$ cat src/rtl/trig_acquire_pkg.sv
// Shared types and constants for the triggered burst acquisition block.
package trig_acquire_pkg;

  typedef enum logic [0:0] {
    IDLE    = 1'b0,
    CAPTURE = 1'b1
  } state_t;

  localparam logic [15:0] MISSED_MAX = 16'hFFFF;

endpackage

$ cat src/rtl/sat_counter.sv
// Up-counter that sticks at MAX instead of wrapping; synchronous active-high reset.
module sat_counter #(
  parameter int               WIDTH = 16,
  parameter logic [WIDTH-1:0] MAX   = '1
) (
  input  logic             clk,
  input  logic             rst,
  input  logic             inc,
  output logic [WIDTH-1:0] count
);

  // NOTE: sequential state uses non-blocking assignments so every register samples pre-edge values.
  always_ff @(posedge clk) begin
    if (rst) begin
      count <= '0;
    end else if (inc && (count != MAX)) begin
      count <= count + 1'b1;
    end
  end

endmodule

$ cat src/rtl/trig_acquire.sv
// Triggered burst acquisition: on trig, writes the next nsamples valid samples
// into a BRAM write port, then returns ready so the trigger stage can re-arm.
module trig_acquire
  import trig_acquire_pkg::*;
#(
  parameter int DATA_WIDTH = 32,
  parameter int ADDR_WIDTH = 10
) (
  input  logic                  clk,
  input  logic                  rst,
  input  logic                  trig,
  input  logic [DATA_WIDTH-1:0] data_in,
  input  logic                  valid_in,
  input  logic [ADDR_WIDTH:0]   nsamples,
  output logic [ADDR_WIDTH-1:0] bram_addr,
  output logic [DATA_WIDTH-1:0] bram_din,
  output logic                  bram_we,
  output logic                  ready,
  output logic                  done,
  output logic [31:0]           frame_count,
  output logic [15:0]           missed_count
);

  localparam logic [ADDR_WIDTH:0] MAX_LEN = {1'b1, {ADDR_WIDTH{1'b0}}};
  localparam logic [ADDR_WIDTH:0] ONE     = {{ADDR_WIDTH{1'b0}}, 1'b1};

  state_t                state;
  logic [ADDR_WIDTH:0]   len;
  logic [ADDR_WIDTH:0]   wr_cnt;

  logic [ADDR_WIDTH:0]   len_req;
  logic [ADDR_WIDTH:0]   cur_len;
  logic [ADDR_WIDTH:0]   cur_cnt;
  logic                  idle_trig;
  logic                  accept;
  logic                  last;
  logic                  empty_frame;
  logic                  missed;

  // The trigger cycle itself may carry sample 0, so the length/count used this
  // cycle come straight from the request rather than the (not yet loaded) registers.
  // NOTE: every always_comb output gets a value on every path, so no latches are inferred.
  always_comb begin
    len_req     = (nsamples > MAX_LEN) ? MAX_LEN : nsamples;
    idle_trig   = (state == IDLE) && trig;
    cur_len     = idle_trig ? len_req : len;
    cur_cnt     = idle_trig ? '0 : wr_cnt;
    accept      = valid_in && ((state == CAPTURE) || (idle_trig && (len_req != '0)));
    last        = accept && (cur_cnt == cur_len - ONE);
    empty_frame = idle_trig && (len_req == '0);
    missed      = trig && (state == CAPTURE);
  end

  always_ff @(posedge clk) begin
    if (rst) begin
      state       <= IDLE;
      len         <= '0;
      wr_cnt      <= '0;
      bram_we     <= 1'b0;
      bram_addr   <= '0;
      bram_din    <= '0;
      done        <= 1'b0;
      frame_count <= '0;
    end else begin
      bram_we <= accept;
      done    <= last || empty_frame;
      if (accept) begin
        bram_addr <= cur_cnt[ADDR_WIDTH-1:0];
        bram_din  <= data_in;
        wr_cnt    <= cur_cnt + ONE;
      end else if (idle_trig) begin
        wr_cnt <= '0;
      end
      if (idle_trig) len <= len_req;
      if (last || empty_frame) frame_count <= frame_count + 1'b1;

      // A one-sample frame completes on its trigger cycle and never leaves IDLE.
      if (idle_trig && (len_req != '0) && !last) begin
        state <= CAPTURE;
      end else if ((state == CAPTURE) && last) begin
        state <= IDLE;
      end
    end
  end

  assign ready = (state == IDLE);

  sat_counter #(
    .WIDTH (16),
    .MAX   (MISSED_MAX)
  ) u_missed_cnt (
    .clk   (clk),
    .rst   (rst),
    .inc   (missed),
    .count (missed_count)
  );

endmodule
$ cat config.mk
export PLATFORM = sky130hd
export DESIGN_NAME = trig_acquire
export DESIGN_NICKNAME = d
export VERILOG_FILES = /design/src/rtl/trig_acquire_pkg.sv /design/src/rtl/sat_counter.sv /design/src/rtl/trig_acquire.sv
export SDC_FILE = /design/constraint.sdc
export NUM_CORES = 1
export LEC_CHECK = 0
export ABC_AREA = 0
export BUFFER_PORTS_ARGS = -buffer_cell sky130_fd_sc_hd__buf_2
export CAP_MARGIN = 25
export CORE_MARGIN = 2
export CORE_UTILIZATION = 53
export DETAILED_ROUTE_END_ITERATION = 10
export PLACE_DENSITY = 0.8
export SLEW_MARGIN = 15
export SYNTH_ARGS = -nofsm -noshare
export SYNTH_HDL_FRONTEND = slang
export SYNTH_SLANG_ARGS = --single-unit
export TNS_END_PERCENT = 1
$ cat constraint.sdc
create_clock -name clk -period 4.4 [get_ports clk]
set_input_delay 0.88 -clock clk [delete_from_list [all_inputs] [get_ports clk]]
set_output_delay 0.88 -clock clk [all_outputs]
set_load 0.01 [all_outputs]
==> flow_summary.toml, run 1 <==
[drt]
wirelength_um = 13850
ant_nets = 0
wl_per_cell_um = 14.85
dr.pass1.iters = 5
vias = 5294
drtIter0Drc = 267
viasPerCell = 5.674
drc = 0

[timing]
tns_ns = 0
rsz0062_at_grt = "no"
finalHoldWorstSlack_ns = 0.4496
finalCritPeriodShare_pct = 89.91
fin_skew_ns = 0.008435
hold_violations = 0
slew_violations = 0
min_period_ns = 3.956
relSlewSlack_pct = 59.10
setup_viol = 0
setup_ws_ns = 0.4441
clock.fmax_mhz = 252.8
tightest_slew_ns = 0.6117

[grt]
antenna_found_initial = 0
gr-usage-met1_pct = 28.53
busiest_layer = "met2"
grt_pass1_vias = 5044
gr-total-overflow = 0
grt_max_degree = 73
grt_util_all_layers_pct = 25.41
met2_usage_pct = 43.51
met3_usage_pct = 8.359
grt_pass1_wl_um = 22810

[layout]
final_nets = 839
drive_above_1_share_pct = 23.50
mostFrequentLayoutCells = "buf_2, dfxtp_1, nand2_1, a21oi_1, nor2_1"
n_antenna_cell = 0
areaGrowthSynthToFinish_pct = 24.91
n_fill_cell = 843
final_common_cell = "buf_2"

[power]
power_mw = 2.674
vdd_drop_max_uv = 245.3
power_density_nw_per_um2 = 398.8
leakage_nw = 2.790

[clock_tree]
cts_made_buffers = 17
cts.sink_count = 115
cts_tree = "yes"
cts_setup_buffers = 0
max-clock-path-buffers = 2
cts_repair_resize_count = 0
clkLatencyLatePin_ns = 0.51
cts_root_buf = "clkbuf_8"
clk_pin_slew_ns = 0.05
hold_buffers = 0
cts_max_level = 4

[synth]
synthArstFlopShare_pct = 0
synthCells = 667
ys_types = 63
yosys_warnings = 0
syn-cell-area_um2 = 5369
ys.flop_type = "dfxtp_1"
synth-seq-cells = 115
synthesis.nets = 718
ys_seq_area_share_pct = 42.88
synth_edf_count = 0
avgSynthCellArea_um2 = 8.049

[worst_setup_path]
cp_slowest_cell = "or4_1"
arrival_ns = 4.39
crit_fanout = 63
crit_required_ns = 4.84
path_cells = "nand2b_4 -> a21oi_1 -> ha_1 -> or3b_1 -> or3_1 -> a311oi_1 -> a32oi_1 -> o21ai_1 -> a41oi_4 -> buf_12 -> or4_1 -> a21oi_1"
end_kind = "flop"
crit_type = "reg2reg"
crit_top_cell = "a21oi_1"
start_kind = "flop"
max_stage_delay_ns = 0.52

[placed_design]
dp_slack_ns = 0.2087
portBuffers = 139
hpwl_um = 9301
routabilityCongestion = 0.9249

[floorplan]
rows = 36
die_w_um = 104.6
start_util_pct = 54.68
core-area_um2 = 9819
dieArea_um2 = 10950
pin_count = 140
fp.dieH_um = 104.6

[run]
maxCapViolCount = 0

[min_path]
hp-class = "reg2reg"

[outcome]
outcome = "complete, no violations"
sequential cells by signal, indices dropped and copies added, names as in the netlist:
register and flops:
wr_cnt 11, bram_we 1, state 1, u_missed_cnt.count 16
len 11, bram_din 32, frame_count 32, done 1
bram_addr 10
synthesized netlist by cell type (5+ instances only):
library cell / instances / area, um2
nor2_1: 55 / 206.5
mux2i_1: 7 / 70.07
nand3_1: 35 / 175.2
o21ai_1: 7 / 35.03
o21ai_0: 25 / 125.1
inv_1: 9 / 33.78
or4_1: 7 / 52.55
o31ai_1: 6 / 45.04
nor3_1: 10 / 50.05
nand2_1: 109 / 409.1
nor4bb_1: 5 / 50.05
dfxtp_1: 115 / 2302
or3_1: 32 / 200.2
and3_1: 10 / 62.56
clkbuf_1: 26 / 97.59
xor2_1: 22 / 192.7
a21oi_1: 87 / 435.4
xnor2_1: 10 / 87.58
nand4_1: 13 / 81.33
buf_1: 6 / 22.52
and4_1: 6 / 52.55
report_power, final:
group          internal (mW)  switching (mW)  total (mW)
clock network          0.902           0.471        1.37
registers               1.07          0.0154        1.08
logic                 0.0841           0.136       0.220
total                   2.05           0.622        2.67
kinds of logic (layout without fill, tap and decap cells):
logic type	Yosys count	count (layout)	share of synthesized area (%)
AO/OA/AOI/OAI	145	145	15.40
multiplexers	9	9	1.725
adder cells (fa/ha/maj)	4	4	0.9322
AND/OR/NAND/NOR	310	310	29.29
buffers and inverters	52	185	4.544
flip-flops	115	115	42.88
XOR/XNOR	32	32	5.220
per-layer routing:
metal / up-vias / share of wire [%]
met2: 206 / 50
met1: 2463 / 40
met4: 0 / 2.9
li1: 2587 / -
met3: 38 / 7.4
met5: - / 0
layout make-up:
cell class,instances,area (um2),share of cell area [%]
Clock inverter,9,128.9,1.922
Tap cell,133,166.4,2.481
Multi-Input combinational cell,500,2836,42.29
Timing Repair Buffer,145,775.7,11.57
Clock buffer,22,462.9,6.903
Sequential cell,115,2302,34.33
Inverter,9,33.78,0.5037
path summary, 6_finish.rpt:
| kind | from | endpoint | slack (ns) | cells after the start |
|---|---|---|---|---|
| worst max-delay path | state$_SDFFE_PP0P_ | frame_count[14]$_SDFFE_PP0P_ | 0.44 | 12 |
| worst min register to register | bram_addr[9]$_SDFFE_PP0P_ | bram_addr[9]$_SDFFE_PP0P_ | 0.45 | 2 |
| worst max register to register | state$_SDFFE_PP0P_ | frame_count[14]$_SDFFE_PP0P_ | 0.44 | 12 |
| worst min-delay path | bram_addr[9]$_SDFFE_PP0P_ | bram_addr[9]$_SDFFE_PP0P_ | 0.45 | 2 |
critical path: cells and delay by family, from the launching register on:
kind	cells	cell delay [ns]
buffers and inverters	1	0.22
AND/OR/NAND/NOR	4	1.56
AO/OA/AOI/OAI	6	1.33
adder cells (fa/ha/maj)	1	0.30
flip-flops	1	0.46
through the flow:
step                      utilization (%)  cell area [um2]  cells
after detailed placement            62.27             6115    902
after global routing                68.30             6706    933
after global placement              61.99             6087    901
final                               68.30             6706    933
after floorplan                         -             5369    667
after CTS                           68.30             6706    933
(Power assumes the default switching activity.)
==> run 2, diff against run 1 <==
- BUFFER_PORTS_ARGS: -buffer_cell sky130_fd_sc_hd__buf_2 -> unset
- CORE_UTILIZATION: 53 -> 58
- DONT_BUFFER_PORTS: unset -> 1
- PLACE_DENSITY: 0.8 -> 0.74
==> run 2 against run 1 <==
Clock-buffer cell count down 4; highest routed layer unchanged; maximum frequency up 5.0%; first-iteration DRC count up 3.7%; non-clock buffer count down 139; final area down 11%; critical path type unchanged; power down 4.0%; critical endpoint unchanged; largest cell class unchanged; clock power down 3%.
==> flow_summary.toml, run 2 (synthesis gave the netlist of run 1 again) <==
[layout]
final_common_cell = "dfxtp_1"
finalInstanceArea_um2 = 5953
n_antenna_cell = 0
final_nets = 700
n_fill_cell = 769
drive_above_1_share_pct = 7.855
reg_top3 = "bram_din: 32 flops, frame_count: 32 flops, u_missed_cnt.count: 16 flops"
mostFrequentLayoutCells = "dfxtp_1, nand2_1, a21oi_1, nor2_1, nand3_1"
final_cells = 773
areaGrowthSynthToFinish_pct = 10.88

[worst_setup_path]
start_kind = "flop"
path_cells = "nor4bb_1 -> a21oi_1 -> ha_1 -> or3b_1 -> or3_1 -> a311oi_1 -> a32oi_1 -> o21ai_1 -> a41oi_4 -> buf_12 -> or4_1 -> a21oi_1"
crit_fanout = 63
crit_required_ns = 4.82
crit_top_cell = "a21oi_1"
crit_type = "reg2reg"
max_stage_delay_ns = 0.64
end_kind = "flop"
arrival_ns = 4.19
cp_slowest_cell = "dfxtp_1"

[outcome]
outcome = "complete, no violations"

[power]
power_mw = 2.566
leakage_nw = 2.075
power_density_nw_per_um2 = 431.0
vdd_drop_max_uv = 298.5

[grt]
grt_pass1_wl_um = 20130
gr-total-overflow = 0
met3_usage_pct = 11.28
grt_util_all_layers_pct = 24.80
grt_pass1_vias = 4261
grt_max_degree = 116
antenna_found_initial = 0
met2_usage_pct = 38.93
busiest_layer = "met2"
gr-usage-met1_pct = 30.55

[placed_design]
placedCellCount = 741
portBuffers = 0
dpl_cell_area_um2 = 5369
routabilityCongestion = 0.8746
hpwl_um = 8442
dp_slack_ns = 0.4425

[clock_tree]
cts_repair_resize_count = 0
cts_made_buffers = 17
max-clock-path-buffers = 2
hold_buffers = 0
cts_root_buf = "clkbuf_8"
clk_pin_slew_ns = 0.06
clkLatencyLatePin_ns = 0.50
cts_setup_buffers = 0
cts_tree = "yes"
cts.sink_count = 115
cts_max_level = 4

[drt]
viasPerCell = 5.997
dr.pass1.iters = 5
drc = 0
wl_per_cell_um = 16.27
wirelength_um = 12580
drtIter0Drc = 277
vias = 4636
ant_nets = 0

[floorplan]
pin_count = 140
fp.dieH_um = 100.2
start_util_pct = 58.94
die_w_um = 100.2
rows = 35
core-area_um2 = 9109
dieArea_um2 = 10040

[timing]
tns_ns = 0
hold_violations = 0
setup_ws_ns = 0.6340
setup_viol = 0
min_period_ns = 3.766
slew_violations = 0
fin_skew_ns = 0.01391
finalCritPeriodShare_pct = 85.59
tightest_slew_ns = 0.4961
relSlewSlack_pct = 66.48
rsz0062_at_grt = "no"
clock.fmax_mhz = 265.5

[min_path]
hp-class = "in2reg"

[run]
maxCapViolCount = 0
-- run 2: cell types whose count changed in the layout (fill, tap and decap cells not counted), sizes merged --
cell	change
clkbuf	-4
buf	-139
clkinvlp	+4
bufinv	-1
inv	+2
-- run 2: worst max-delay path: cells and delay by family, from the launching register on --
family                   cells  cell delay (ns)
AO/OA/AOI/OAI                6             1.12
buffers and inverters        1             0.22
AND/OR/NAND/NOR              4             1.39
flip-flops                   1             0.64
adder cells (fa/ha/maj)      1             0.29
-- run 2: per-stage QoR --
stage          util (%)  hold slack [ns]
3_3_place_gp      58.94           0.4524
3_5_place_dp      58.94           0.4628
6_report          65.36           0.4511
4_1_cts           65.36           0.4265
2_1_floorplan         -           0.4488
5_1_grt           65.36           0.4157
-- run 2: cell type report --
type / instances / area (um2) / share of cell area (%)
clock buffer: 18 / 427.9 / 7.188
inverter: 9 / 33.78 / 0.5675
multi-input combinational: 500 / 2836 / 47.65
clock inverter: 14 / 156.4 / 2.627
timing repair buffer: 6 / 57.56 / 0.9668
tap: 111 / 138.9 / 2.333
sequential: 115 / 2302 / 38.67
-- run 2: where the power goes --
part           leakage (nW)  internal [mW]  switching [mW]  total, mW
logic                 0.875         0.0554          0.0886      0.144
clock network         0.268          0.826           0.502       1.33
registers             0.933           1.07          0.0282       1.09
-- run 2: worst paths after layout --
check	startpoint	end	slack, ns	cells after the start
setup / recovery	state$_SDFFE_PP0P_	frame_count[14]$_SDFFE_PP0P_	0.63	12
hold / removal	rst	bram_din[12]$_SDFFE_PP0P_	0.45	1
setup reg to reg	state$_SDFFE_PP0P_	frame_count[14]$_SDFFE_PP0P_	0.63	12
hold reg to reg	len[9]$_SDFF_PP0_	len[9]$_SDFF_PP0_	0.48	2
-- run 2: layer usage --
layer  wire [um]  part of all wire, %
met4         148                  1.2
met5           0                    0
met1        5206                   41
met3        1254                   10
met2        5967                   47
